<file path="src/rtl/parser_pkg.sv">
// parser_pkg: shared widths, tag layout, meta layout and slicer state encoding
package parser_pkg;
  localparam int HEAD_WIDTH = 128;
  localparam int META_WIDTH = 64;
  localparam int TAG_WIDTH = 16;
  localparam int TAG_VALID_BIT = 0;
  localparam int TAG_START_BIT = 1;
  localparam int TAG_TAIL_BIT = 2;
  localparam int TAG_SHIFT_BIT = 3;
  localparam int TAG_OFF_LSB = 4;
  localparam int TAG_OFF_W = 8;
  localparam int BCNT_W = $clog2(HEAD_WIDTH / 8) + 1;
  localparam int META_LEN_W = 16;
  localparam int META_PORT_W = 8;
  localparam int META_SEQ_W = 16;
  localparam int META_PAD_W = META_WIDTH - META_LEN_W - META_PORT_W - META_SEQ_W;
  typedef enum logic [2:0] {ST_IDLE, ST_COLLECT, ST_EMIT, ST_PAYLOAD, ST_GAP} slicer_state_e;
  function automatic logic [TAG_WIDTH-1:0] mk_tag(logic v, logic s, logic t, logic [TAG_OFF_W-1:0] off);
    logic [TAG_WIDTH-1:0] r;
    r = '0;
    r[TAG_VALID_BIT] = v;
    r[TAG_START_BIT] = s;
    r[TAG_TAIL_BIT] = t;
    r[TAG_SHIFT_BIT] = 1'b0;
    r[TAG_OFF_LSB +: TAG_OFF_W] = off;
    return r;
  endfunction
endpackage

</file>
<file path="src/rtl/parser_pay_reg.sv">
// parser_pay_reg: one-entry valid/ready register on the payload path
module parser_pay_reg
  import parser_pkg::*;
(
  input  logic                  i_clk,
  input  logic                  i_rst_n,
  input  logic                  wr_valid,
  output logic                  wr_ready,
  input  logic [HEAD_WIDTH-1:0] wr_data,
  input  logic                  wr_eop,
  input  logic [BCNT_W-1:0]     wr_bytes,
  output logic                  rd_valid,
  input  logic                  rd_ready,
  output logic [HEAD_WIDTH-1:0] rd_data,
  output logic                  rd_eop,
  output logic [BCNT_W-1:0]     rd_bytes
);
  assign wr_ready = !rd_valid || rd_ready;
  always_ff @(posedge i_clk) begin
    if (!i_rst_n) begin
      rd_valid <= 1'b0;
      rd_data <= '0;
      rd_eop <= 1'b0;
      rd_bytes <= '0;
    end else if (wr_ready) begin
      rd_valid <= wr_valid;
      if (wr_valid) begin
        rd_data <= wr_data;
        rd_eop <= wr_eop;
        rd_bytes <= wr_bytes;
      end
    end
  end
endmodule

</file>
<file path="src/rtl/parser_head_slicer.sv">
// parser_head_slicer: buffers packet head beats and emits them as a gap-free tagged head burst plus meta, payload forwarded behind
module parser_head_slicer
  import parser_pkg::*;
#(
  parameter int         HEAD_SLICE_MAX = 4,
  parameter int         GAP_CYCLES = 1,
  parameter logic [7:0] PORT_ID = 8'd0
) (
  input  logic                            i_clk,
  input  logic                            i_rst_n,
  input  logic                            i_valid,
  output logic                            o_ready,
  input  logic [HEAD_WIDTH-1:0]           i_data,
  input  logic                            i_sop,
  input  logic                            i_eop,
  input  logic [BCNT_W-1:0]               i_bytes,
  input  logic [15:0]                     i_pkt_len,
  output logic [HEAD_WIDTH+TAG_WIDTH-1:0] o_head,
  output logic [META_WIDTH+TAG_WIDTH-1:0] o_meta,
  output logic                            o_pay_valid,
  input  logic                            i_pay_ready,
  output logic [HEAD_WIDTH-1:0]           o_pay_data,
  output logic                            o_pay_eop,
  output logic [BCNT_W-1:0]               o_pay_bytes,
  output logic                            o_drop
);
  localparam int CW = $clog2(HEAD_SLICE_MAX + 1);
  localparam int IW = HEAD_SLICE_MAX > 1 ? $clog2(HEAD_SLICE_MAX) : 1;
  localparam int GW = GAP_CYCLES > 0 ? $clog2(GAP_CYCLES + 1) : 1;
  localparam logic [TAG_OFF_W-1:0] FULL_OFF = TAG_OFF_W'(HEAD_WIDTH / 8 - 1);
  localparam logic [TAG_OFF_W-1:0] META_OFF = TAG_OFF_W'(META_WIDTH / 8 - 1);
  localparam slicer_state_e DONE_ST = GAP_CYCLES > 0 ? ST_GAP : ST_IDLE;
  slicer_state_e state_q;
  logic [HEAD_WIDTH-1:0] slot_q [HEAD_SLICE_MAX];
  logic [CW-1:0] cnt_q, idx_q;
  logic ended_q, drop_q, last, pay_wr_ready;
  logic [TAG_OFF_W-1:0] eop_off_q, beat_off;
  logic [META_LEN_W-1:0] len_q;
  logic [META_SEQ_W-1:0] seq_q;
  logic [GW-1:0] gap_q;
  logic [HEAD_WIDTH+TAG_WIDTH-1:0] head_q;
  logic [META_WIDTH+TAG_WIDTH-1:0] meta_q;
  assign beat_off = i_bytes == '0 ? FULL_OFF : TAG_OFF_W'(i_bytes - BCNT_W'(1));
  assign last = idx_q == cnt_q - CW'(1);
  assign o_ready = i_rst_n && (state_q == ST_IDLE || state_q == ST_COLLECT || (state_q == ST_PAYLOAD && pay_wr_ready));
  assign o_head = head_q;
  assign o_meta = meta_q;
  assign o_drop = drop_q;
  always_ff @(posedge i_clk) begin
    if (!i_rst_n) begin
      state_q <= ST_IDLE;
      for (int k = 0; k < HEAD_SLICE_MAX; k++) slot_q[k] <= '0;
      cnt_q <= '0;
      idx_q <= '0;
      ended_q <= 1'b0;
      eop_off_q <= '0;
      len_q <= '0;
      seq_q <= '0;
      gap_q <= '0;
      drop_q <= 1'b0;
      head_q <= '0;
      meta_q <= '0;
    end else begin
      drop_q <= 1'b0;
      head_q <= '0;
      meta_q <= '0;
      case (state_q)
        ST_IDLE: if (i_valid) begin
          if (i_sop) begin
            slot_q[0] <= i_data;
            cnt_q <= CW'(1);
            idx_q <= '0;
            len_q <= i_pkt_len;
            ended_q <= i_eop;
            eop_off_q <= beat_off;
            state_q <= (i_eop || HEAD_SLICE_MAX == 1) ? ST_EMIT : ST_COLLECT;
          end else drop_q <= 1'b1;
        end
        ST_COLLECT: if (i_valid) begin
          slot_q[IW'(cnt_q)] <= i_data;
          cnt_q <= cnt_q + CW'(1);
          ended_q <= i_eop;
          eop_off_q <= beat_off;
          if (i_eop || cnt_q == CW'(HEAD_SLICE_MAX - 1)) state_q <= ST_EMIT;
        end
        ST_EMIT: begin
          head_q <= {slot_q[IW'(idx_q)], mk_tag(1'b1, idx_q == '0, last, (last && ended_q) ? eop_off_q : FULL_OFF)};
          if (idx_q == '0) begin
            meta_q <= {len_q, PORT_ID, seq_q, {META_PAD_W{1'b0}}, mk_tag(1'b1, 1'b1, 1'b1, META_OFF)};
            seq_q <= seq_q + 1'b1;
          end
          idx_q <= idx_q + CW'(1);
          gap_q <= '0;
          if (last) state_q <= ended_q ? DONE_ST : ST_PAYLOAD;
        end
        ST_PAYLOAD: if (i_valid && pay_wr_ready && i_eop) begin
          gap_q <= '0;
          state_q <= DONE_ST;
        end
        ST_GAP: begin
          gap_q <= gap_q + GW'(1);
          if (gap_q == GW'(GAP_CYCLES - 1)) state_q <= ST_IDLE;
        end
        default: state_q <= ST_IDLE;
      endcase
    end
  end
  parser_pay_reg u_pay (
    .i_clk   (i_clk),
    .i_rst_n (i_rst_n),
    .wr_valid(i_valid && state_q == ST_PAYLOAD),
    .wr_ready(pay_wr_ready),
    .wr_data (i_data),
    .wr_eop  (i_eop),
    .wr_bytes(i_bytes),
    .rd_valid(o_pay_valid),
    .rd_ready(i_pay_ready),
    .rd_data (o_pay_data),
    .rd_eop  (o_pay_eop),
    .rd_bytes(o_pay_bytes)
  );
endmodule
</file>
<file path="config.mk">
export PLATFORM = sky130hd
export DESIGN_NAME = parser_head_slicer
export DESIGN_NICKNAME = d
export VERILOG_FILES = /design/src/rtl/parser_pkg.sv /design/src/rtl/parser_pay_reg.sv /design/src/rtl/parser_head_slicer.sv
export SDC_FILE = /design/constraint.sdc
export NUM_CORES = 1
export LEC_CHECK = 0
export BUFFER_PORTS_ARGS = -buffer_cell sky130_fd_sc_hd__buf_2
export CAP_MARGIN = 20
export CELL_PAD_IN_SITES_DETAIL_PLACEMENT = 0
export CELL_PAD_IN_SITES_GLOBAL_PLACEMENT = 1
export CORE_MARGIN = 2
export CORE_UTILIZATION = 25
export CTS_CLUSTER_DIAMETER = 40
export DETAILED_ROUTE_END_ITERATION = 8
export HOLD_SLACK_MARGIN = 0.08
export PLACE_DENSITY = 0.62
export SLEW_MARGIN = 30
export SYNTH_ARGS = -nofsm -noshare
export SYNTH_HDL_FRONTEND = slang
export SYNTH_SLANG_ARGS = --single-unit
</file>
<file path="constraint.sdc">
create_clock -name i_clk -period 7.26 [get_ports i_clk]
set_input_delay 0 -clock i_clk [delete_from_list [all_inputs] [get_ports i_clk]]
set_output_delay 0 -clock i_clk [all_outputs]
set_load 0.05 [all_outputs]
</file>
==> tab_implementation.tex, run 1 <==
\begin{tabular}{lr}
\hline
Metric & Value \\
\hline
\multicolumn{2}{l}{\textbf{STA}} \\
RSZ-0062 raised after global routing & no \\
Fraction of the cycle the final worst path needs & 49.4\% \\
Clock skew & 0.0398 ns \\
Final Max Slew Viols & 0 \\
Worst-case headroom to the max-slew limit & 34.9\% \\
Final count of hold timing violations & 0 \\
Transition time at the pin with the least slew margin & 0.977 ns \\
Total Negative Setup Slacks & 0 ns \\
Hold Slack & 0.153 ns \\
Max Clk Rate & 279 MHz \\
Final worst setup slack & 3.68 ns \\
Tmin final & 3.58 ns \\
Setup-failing EPs final & 0 \\
\multicolumn{2}{l}{\textbf{Routing}} \\
1st-pass router iterations & 5 \\
Routed via count divided by cell count & 4.23 \\
Final routed wire length divided by cell count & 18.7 um \\
Detailed router's first-iteration violation count & 1266 \\
DRT Wirelength & 99700 um \\
Antenna Nets Post-Route & 0 \\
Via Count & 22598 \\
Remaining DRCs & 0 \\
\multicolumn{2}{l}{\textbf{GRT}} \\
Via count of the first global-routing pass & 23507 \\
Global-route usage over all layers & 14.5\% \\
Pin count of the biggest net entering global routing & 129 \\
First-pass GRT wire length & 148000 um \\
Number of antenna violations at the first check in global routing & 3 \\
Sum of overflow across all layers after global routing & 0 \\
\multicolumn{2}{l}{\textbf{Logic synthesis}} \\
Post-synth EDFFs & 512 \\
Part of the Yosys area used for sequential elements & 67.4\% \\
Cell count after synthesis & 2663 \\
Top FF cell, synth & edfxtp\_1 \\
Number of distinct standard cells referenced by the synthesized netlist & 48 \\
Yosys reg bits & 866 \\
Post-Synthesis Mean Instance Area & 12.5 um\^{}2 \\
Largest area contributor in the synthesized netlist & edfxtp\_1 \\
Cell types occupying the most area after synthesis & edfxtp\_1 46\%, dfxtp\_1 21\%, mux4\_2 8.6\% \\
Share of the synthesized area in the top cell type & 46.1\% \\
Count of warnings emitted by yosys & 0 \\
Cell area after technology mapping & 33300 um\^{}2 \\
Asr flop ratio synth & 0\% \\
\multicolumn{2}{l}{\textbf{Floorplanning}} \\
Count of pins on the block boundary & 516 \\
Initial standard-cell utilization of the core & 25.3\% \\
Horizontal die dimension & 369 um \\
Core Area & 132000 um\^{}2 \\
Die ar. & 136000 um\^{}2 \\
Core Rows & 133 \\
Die height & 369 um \\
\multicolumn{2}{l}{\textbf{Layout}} \\
Area of all placed cells without fillers & 45700 um\^{}2 \\
Commonest non-fill, non-tap cell in the layout & edfxtp\_1 \\
Fraction of final layout cells with drive strength greater than 1 & 24.7\% \\
Post-Route Utilization & 34.6\% \\
Signed area change from the synthesized netlist to the final layout & 37.0\% \\
Leading cell types in the layout, fill and taps excluded & 512 x edfxtp\_1, 468 x buf\_2, 442 x nand2\_1 \\
Number of standard cells in the layout, taps in and fillers out & 5345 \\
Final \#Nets & 3631 \\
Diodes inserted & 0 \\
\multicolumn{2}{l}{\textbf{Critical path}} \\
Critical path launch point type & register \\
Maximum fanout count along the critical path & 64 \\
Launch instance of the worst register-to-register path & state\_q[0] \\
Type of element capturing the critical path & register \\
Critical setup path kind & register to register \\
Worst Path Arrival & 3.96 ns \\
First element of the critical path & state\_q[0] \\
Setup slack of the worst register-to-register path & 3.68 ns \\
Required time of the critical path & 7.63 ns \\
\multicolumn{2}{l}{\textbf{Hold path}} \\
Worst Hold Launch & i\_data[55] \\
Worst hold path type & input port to register \\
\multicolumn{2}{l}{\textbf{Power}} \\
Worst IR Drop VDD & 0.000186 V \\
Total power density per cell area & 286 nW/um\^{}2 \\
Reg power frac & 41.5\% \\
Net Sw Frac & 23.5\% \\
Combinational Power Share & 6.1\% \\
Share of power burned in the clock network & 52.4\% \\
Net load switching power & 3.07 mW \\
Cell-internal power & 10.0 mW \\
Leakage & 18.4 nW \\
Overall power & 13.1 mW \\
\multicolumn{2}{l}{\textbf{Clock tree}} \\
H-tree depth reported by CTS & 4 \\
Clock sink count & 866 \\
Count of cells resized by post-cts repair & 0 \\
Number of post-CTS setup repair buffers & 0 \\
Number of buffers on the longest clock path & 3 \\
\# hold bufs at CTS & 339 \\
Clock tree from TritonCTS & done \\
Cell chosen for the clock root & clkbuf\_16 \\
Clock Pin Slew Worst Setup and Hold Paths & 0.05 ns \\
CTS buffer count & 143 \\
Clock network latency to the later pin of the worst-skew pair & 0.76 ns \\
\multicolumn{2}{l}{\textbf{Placed design}} \\
Port-buffer cells & 468 \\
Worst slack, placed & 3.38 ns \\
GP Congestion & 0.726 \\
Placed wire-length estimate after detailed placement & 55500 um \\
Number of cells in the design after placement & 4738 \\
DP Area & 37300 um\^{}2 \\
\multicolumn{2}{l}{\textbf{Status}} \\
Status & complete, no violations \\
\multicolumn{2}{l}{\textbf{Job}} \\
Max capacitance violation total & 0 \\
\hline
\end{tabular}
-- cells by family after synthesis --
kind of cell / count (synthesis) / synth area share [%]
adders and majority gates: 8 / 0.300
AOI/OAI and AO/OA: 182 / 2.88
buffers and inverters: 363 / 4.99
muxes: 140 / 9.01
xor gates and xnor gates: 15 / 0.439
DFF: 866 / 67.4
other: 1 / 0.0112
and+or+nand+nor: 1088 / 15.0
-- per-layer routing --
metal	GRT usage [%]	routed length [um]
met1	17.7	42300
met2	24.8	49500
met3	3.40	4820
met4	5.71	3050
met5	0	13
-- synth_stat cells, types with 2 or more instances --
master,n
mux4_2,128
buf_4,55
edfxtp_1,512
nand4b_1,3
xnor2_1,10
nor3_1,8
o21ai_0,5
a21oi_1,159
nand4bb_1,2
nand2_1,444
nand3_1,14
dfxtp_1,354
nor4_1,5
clkbuf_1,102
mux2i_1,12
buf_2,63
inv_1,139
nand2b_1,10
o21a_1,8
ha_1,8
buf_6,2
xor2_1,4
nor4bb_1,2
and2_1,130
and3_1,40
nor2_1,284
nand4_1,6
inv_2,2
nor2b_1,130
and4_1,4
-- power by group through the flow --
stage                     registers, mW  clock network [mW]  logic [mW]
after floorplan                    5.57                   0       0.394
after global placement             5.52                   0       0.657
after detailed placement           5.53                   0       0.657
after CTS                          5.43                7.02       0.806
after global routing               5.43                7.23       0.860
final                              5.42                6.85       0.799
-- final cells by class --
| type | count | area [um^2] |
|---|---|---|
| Clock buffer | 177 | 3930 |
| Timing Repair Buffer | 836 | 6080 |
| Clock inverter | 90 | 990 |
| Sequential cell | 866 | 22500 |
| Multi-Input combinational cell | 1480 | 9470 |
| Fill cell | 13005 | 86300 |
| Tap cell | 1755 | 2200 |
| Inverter | 141 | 534 |
-- critical path: stages (launching register included) --
cell and delay, ns:
dfxtp_1 0.69, nor2_1 0.19, nor4_2 0.37, o21a_4 0.74
nand2b_4 0.50, buf_4 0.62
-- flip-flops by register name (all words and copies together), names as in the netlist --
register	flops
u_pay.rd_bytes	5
state_q	3
seq_q	16
u_pay.rd_valid	1
gap_q	1
idx_q	3
u_pay.rd_eop	1
u_pay.rd_data	128
o_head	137
slot_q	512
o_meta	32
len_q	16
eop_off_q	6
cnt_q	3
o_drop	1
ended_q	1
-- worst paths after layout --
check | to | cells after the start
worst min register to register | o_head[8] | 2
worst max register to register | slot_q[0][78] | 5
worst max-delay path | slot_q[0][78] | 5
worst min-delay path | slot_q[3][55] | 4
(Power assumes the default switching activity.)
==> run 2: changes to the inputs <==
--- a/config.mk
+++ b/config.mk
@@ -14,7 +14,7 @@
 export CTS_CLUSTER_DIAMETER = 40
 export DETAILED_ROUTE_END_ITERATION = 8
 export HOLD_SLACK_MARGIN = 0.08
-export PLACE_DENSITY = 0.62
+export PLACE_DENSITY = 0.61
 export SLEW_MARGIN = 30
 export SYNTH_ARGS = -nofsm -noshare
 export SYNTH_HDL_FRONTEND = slang
==> constraint.sdc (replaced) <==
create_clock -name i_clk -period 3.65 [get_ports i_clk]
set_input_delay 0 -clock i_clk [delete_from_list [all_inputs] [get_ports i_clk]]
set_output_delay 0 -clock i_clk [all_outputs]
set_load 0.05 [all_outputs]
==> tab_implementation.tex, run 2 (same netlist as run 1, synthesis figures left out) <==
\begin{tabular}{lr}
\hline
Metric & Value \\
\hline
\multicolumn{2}{l}{\textbf{Clock tree}} \\
H-tree depth reported by CTS & 4 \\
Number of buffers on the longest clock path & 3 \\
Number of post-CTS setup repair buffers & 0 \\
Clock network latency to the later pin of the worst-skew pair & 0.77 ns \\
Clock sink count & 866 \\
Clock tree from TritonCTS & done \\
Cell chosen for the clock root & clkbuf\_16 \\
CTS buffer count & 144 \\
Clock Pin Slew Worst Setup and Hold Paths & 0.05 ns \\
\multicolumn{2}{l}{\textbf{Floorplanning}} \\
Die height & 369 um \\
Count of pins on the block boundary & 516 \\
Die ar. & 136000 um\^{}2 \\
Initial standard-cell utilization of the core & 25.3\% \\
Core Area & 132000 um\^{}2 \\
Core Rows & 133 \\
Horizontal die dimension & 369 um \\
\multicolumn{2}{l}{\textbf{Routing}} \\
Antenna Nets Post-Route & 0 \\
Final routed wire length divided by cell count & 18.3 um \\
1st-pass router iterations & 5 \\
Routed via count divided by cell count & 4.23 \\
Via Count & 22732 \\
DRT Wirelength & 98300 um \\
Remaining DRCs & 0 \\
Detailed router's first-iteration violation count & 1380 \\
\multicolumn{2}{l}{\textbf{GRT}} \\
Via count of the first global-routing pass & 23601 \\
Sum of overflow across all layers after global routing & 0 \\
First-pass GRT wire length & 147000 um \\
Pin count of the biggest net entering global routing & 129 \\
Number of antenna violations at the first check in global routing & 3 \\
Global-route usage over all layers & 14.3\% \\
\multicolumn{2}{l}{\textbf{Layout}} \\
Leading cell types in the layout, fill and taps excluded & 512 x edfxtp\_1, 468 x buf\_2, 442 x nand2\_1 \\
Fraction of final layout cells with drive strength greater than 1 & 25.0\% \\
Final \#Nets & 3661 \\
Area of all placed cells without fillers & 46400 um\^{}2 \\
Largest register FFs & 512 \\
Multi-input gate area & 9520 um\^{}2 \\
Commonest non-fill, non-tap cell in the layout & edfxtp\_1 \\
Biggest register & slot\_q \\
Storage cell area & 22500 um\^{}2 \\
Signed area change from the synthesized netlist to the final layout & 39.1\% \\
Filler instances & 12916 \\
\multicolumn{2}{l}{\textbf{STA}} \\
Worst-case headroom to the max-slew limit & 35.3\% \\
Clock skew & 0.0391 ns \\
Tmin final & 3.25 ns \\
Transition time at the pin with the least slew margin & 0.970 ns \\
Setup-failing EPs final & 0 \\
Max Clk Rate & 308 MHz \\
Final Max Slew Viols & 0 \\
RSZ-0062 raised after global routing & no \\
Fraction of the cycle the final worst path needs & 89.0\% \\
Final count of hold timing violations & 0 \\
Final worst setup slack & 0.402 ns \\
\multicolumn{2}{l}{\textbf{Placed design}} \\
Placed wire-length estimate after detailed placement & 55000 um \\
GP Congestion & 0.729 \\
Port-buffer cells & 468 \\
DP Area & 37700 um\^{}2 \\
Worst slack, placed & 0.932 ns \\
\multicolumn{2}{l}{\textbf{Critical path}} \\
Total buffers and inverters traversed by the critical path & 2 \\
Delay of the slowest cell on the worst path & 0.64 ns \\
Type of element capturing the critical path & register \\
Maximum fanout count along the critical path & 21 \\
Critical setup path kind & register to register \\
Setup slack of the worst register-to-register path & 0.40 ns \\
Cell with the largest stage delay on the worst path & nor2b\_1 \\
Required time of the critical path & 4.32 ns \\
Worst Path Arrival & 3.92 ns \\
Largest delay contributor family on the critical path & simple AND/OR/NAND/NOR gates \\
Cell-by-cell trace of the critical path & nor2b\_1, and4\_4, nand2\_1, dlygate4sd3\_1, a21oi\_1, dlygate4sd3\_1 \\
Library cell appearing most often on the critical path & dlygate4sd3\_1 \\
Critical path launch point type & register \\
\multicolumn{2}{l}{\textbf{Power}} \\
Total power density per cell area & 576 nW/um\^{}2 \\
Worst IR Drop VDD & 0.000401 V \\
Leakage & 18.6 nW \\
\multicolumn{2}{l}{\textbf{Status}} \\
Status & complete, no violations \\
\multicolumn{2}{l}{\textbf{Hold path}} \\
Worst hold path type & input port to register \\
\multicolumn{2}{l}{\textbf{Job}} \\
Max capacitance violation total & 0 \\
\hline
\end{tabular}
[run 2: metrics by stage]
| stage | TNS, ns | cells | hold WS [ns] | power (mW) | utilization, % |
|---|---|---|---|---|---|
| detailed placement | 0 | 4754 | 0.248 | 12.3 | 28.5 |
| global placement | 0 | 4754 | 0.248 | 12.3 | 28.5 |
| global route | 0 | 5376 | 0.115 | 27.6 | 35.1 |
| CTS | 0 | 5374 | 0.0802 | 27.1 | 35.1 |
| floorplan | -165.02 | 2709 | 0.0793 | 11.8 | - |
| finish | 0 | 5376 | 0.157 | 26.7 | 35.1 |
[run 2: timing repair]
action / CTS / global route
hold buffers: 352 / 0
hold endpoints to repair: 719 / 0
setup endpoints to repair: 0 / 2
gates resized for setup: 0 / 1
[run 2: final timing paths]
kind | cells past startpoint | start | endpoint
worst max-delay path | 6 | state_q[1] | u_pay.rd_data[18]
worst min register to register | 2 | eop_off_q[6] | o_head[10]
worst max register to register | 6 | state_q[1] | u_pay.rd_data[18]
worst min-delay path | 4 | i_data[97] | slot_q[3][97]
[run 2: area by class of cell]
| type | instances | share of cell area, % |
|---|---|---|
| clock buffers | 170 | 8.55 |
| multi-input cells | 1481 | 20.5 |
| well taps | 1755 | 4.73 |
| flip-flops and latches | 866 | 48.5 |
| inverters | 141 | 1.15 |
| clock inverters | 98 | 2.64 |
| diodes | 1 | 0.00540 |
| repair buffers | 864 | 14.0 |
[run 2: metal layers]
metal	up-vias	wire, um	GRT usage [%]
met5	-	0	0
met4	0	2810	5.49
met3	155	5750	3.84
met2	608	47700	23.7
met1	11265	42000	17.7
li1	10704	-	-
[run 2: worst reg2reg max path: cells and delay by family, from the launching register on]
family / cells / cell delay, ns
compound gates: 1 / 0.12
buf+inv: 2 / 1.12
flops: 1 / 0.60
simple gates: 3 / 1.31
[run 2: where the power goes]
group	internal, mW	switching (mW)
logic	0.669	0.938
registers	10.7	0.0949
clock network	9.33	5.02
total	20.7	6.05
==> run 3: changes to the inputs <==
--- a/config.mk
+++ b/config.mk
@@ -15,6 +15,7 @@
 export DETAILED_ROUTE_END_ITERATION = 8
 export HOLD_SLACK_MARGIN = 0.08
 export PLACE_DENSITY = 0.61
+export REMOVE_ABC_BUFFERS = 1
 export SLEW_MARGIN = 30
 export SYNTH_ARGS = -nofsm -noshare
 export SYNTH_HDL_FRONTEND = slang
==> constraint.sdc (replaced) <==
create_clock -name i_clk -period 3.65 [get_ports i_clk]
set_input_delay 0.73 -clock i_clk [delete_from_list [all_inputs] [get_ports i_clk]]
set_output_delay 0.73 -clock i_clk [all_outputs]
set_load 0.05 [all_outputs]
==> tab_implementation.tex, run 3 (same netlist as run 1, synthesis figures left out) <==
\begin{tabular}{lr}
\hline
Metric & Value \\
\hline
\multicolumn{2}{l}{\textbf{STA}} \\
Total Negative Setup Slacks & 0 ns \\
Fraction of the cycle the final worst path needs & 74.5\% \\
Setup-failing EPs final & 0 \\
Clock skew & 0.0221 ns \\
Final worst setup slack & 0.931 ns \\
Worst-case headroom to the max-slew limit & 47.6\% \\
Transition time at the pin with the least slew margin & 0.786 ns \\
Max Clk Rate & 368 MHz \\
Final count of hold timing violations & 0 \\
Final Max Slew Viols & 0 \\
Hold Slack & 0.209 ns \\
RSZ-0062 raised after global routing & no \\
Tmin final & 2.72 ns \\
\multicolumn{2}{l}{\textbf{Routing}} \\
Via Count & 21004 \\
DRT Wirelength & 91100 um \\
Detailed router's first-iteration violation count & 964 \\
Remaining DRCs & 0 \\
Final routed wire length divided by cell count & 18.0 um \\
1st-pass router iterations & 5 \\
Routed via count divided by cell count & 4.16 \\
Antenna Nets Post-Route & 0 \\
\multicolumn{2}{l}{\textbf{Placed design}} \\
Placed wire-length estimate after detailed placement & 56500 um \\
GP Congestion & 0.734 \\
Port-buffer cells & 468 \\
Worst slack, placed & 0.663 ns \\
Number of cells in the design after placement & 4785 \\
\multicolumn{2}{l}{\textbf{GRT}} \\
First-pass GRT wire length & 137000 um \\
Via count of the first global-routing pass & 21997 \\
Global-route usage over all layers & 13.3\% \\
Sum of overflow across all layers after global routing & 0 \\
Pin count of the biggest net entering global routing & 129 \\
Number of antenna violations at the first check in global routing & 2 \\
\multicolumn{2}{l}{\textbf{Critical path}} \\
Cell-by-cell trace of the critical path & nand2\_1, a21oi\_1, buf\_2 \\
Delay of the slowest cell on the worst path & 0.69 ns \\
Largest delay contributor family on the critical path & flip-flops \\
Worst Path Arrival & 1.99 ns \\
Cell with the largest stage delay on the worst path & dfxtp\_1 \\
Maximum fanout count along the critical path & 16 \\
Critical path launch point type & register \\
Type of element capturing the critical path & primary output \\
Critical setup path kind & register to primary output \\
Total buffers and inverters traversed by the critical path & 1 \\
Required time of the critical path & 2.92 ns \\
\multicolumn{2}{l}{\textbf{Status}} \\
Status & complete, no violations \\
\multicolumn{2}{l}{\textbf{Hold path}} \\
Worst hold path type & input port to register \\
\multicolumn{2}{l}{\textbf{Clock tree}} \\
\# hold bufs at CTS & 0 \\
Number of post-CTS setup repair buffers & 0 \\
Number of buffers on the longest clock path & 3 \\
Clock sink count & 866 \\
Count of cells resized by post-cts repair & 0 \\
Clock Pin Slew Worst Setup and Hold Paths & 0.05 ns \\
Clock network latency to the later pin of the worst-skew pair & 0.76 ns \\
H-tree depth reported by CTS & 4 \\
CTS buffer count & 143 \\
Clock tree from TritonCTS & done \\
Cell chosen for the clock root & clkbuf\_16 \\
\multicolumn{2}{l}{\textbf{Floorplanning}} \\
Horizontal die dimension & 369 um \\
Die ar. & 136000 um\^{}2 \\
Core Rows & 133 \\
Core Area & 132000 um\^{}2 \\
Initial standard-cell utilization of the core & 25.3\% \\
Count of pins on the block boundary & 516 \\
Die height & 369 um \\
\multicolumn{2}{l}{\textbf{Layout}} \\
Fraction of final layout cells with drive strength greater than 1 & 28.3\% \\
Storage cell area & 22500 um\^{}2 \\
Commonest non-fill, non-tap cell in the layout & edfxtp\_1 \\
Multi-input gate area & 9470 um\^{}2 \\
Largest register FFs & 512 \\
Biggest register & slot\_q \\
Final \#Nets & 3338 \\
Filler instances & 13264 \\
Leading cell types in the layout, fill and taps excluded & 512 x edfxtp\_1, 468 x buf\_2, 442 x nand2\_1 \\
Signed area change from the synthesized netlist to the final layout & 28.6\% \\
Number of standard cells in the layout, taps in and fillers out & 5053 \\
\multicolumn{2}{l}{\textbf{Power}} \\
Worst IR Drop VDD & 0.000396 V \\
Total power density per cell area & 597 nW/um\^{}2 \\
Leakage & 17.3 nW \\
\multicolumn{2}{l}{\textbf{Job}} \\
Max capacitance violation total & 0 \\
\hline
\end{tabular}
run 3: area by class of cell:
class,count,area share (%)
sequential,866,52.4
multi-input combinational,1480,22.1
clock buffer,175,8.93
timing repair buffer,543,7.71
tap,1755,5.12
clock inverter,91,2.47
inverter,141,1.25
antenna,2,0.0117
run 3: final timing paths:
kind                     start                end  slack, ns  cells past startpoint
min               i_pkt_len[0]           len_q[0]       0.21                      3
max                 state_q[0]            o_ready       0.93                      3
max reg2reg         state_q[0]       slot_q[3][5]       1.01                      7
min reg2reg  u_pay.rd_data[82]  u_pay.rd_data[82]       0.45                      2
run 3: power breakdown:
part | switching (mW) | internal (mW) | total (mW)
Combinational | 0.864 | 0.468 | 1.33
Clock | 5.08 | 8.42 | 13.5
Sequential | 0.0994 | 10.7 | 10.8
run 3: metal layers:
| layer | vias up | global-route usage, % | share of wire [%] |
|---|---|---|---|
| met5 | - | 0 | 0 |
| met4 | 0 | 5.18 | 2.9 |
| met3 | 143 | 4.14 | 5.9 |
| met2 | 493 | 22.4 | 49 |
| met1 | 10332 | 15.9 | 42 |
| li1 | 10036 | - | - |
run 3: stage by stage:
| stage | power, mW | instance area [um^2] | utilization, % |
|---|---|---|---|
| 6_report | 25.6 | 42900 | 32.5 |
| 5_1_grt | 26.6 | 42900 | 32.5 |
| 4_1_cts | 26.1 | 42900 | 32.5 |
| 3_5_place_dp | 12.3 | 38000 | 28.8 |
| 3_3_place_gp | 12.3 | 38000 | 28.8 |
| 2_1_floorplan | 11.8 | 32400 | - |
run 3: worst min-delay path: cells and delay by family:
family | cells | cell delay (ns)
buffers and inverters | 1 | 0.09
AO/OA/AOI/OAI | 1 | 0.05
AND/OR/NAND/NOR | 1 | 0.04
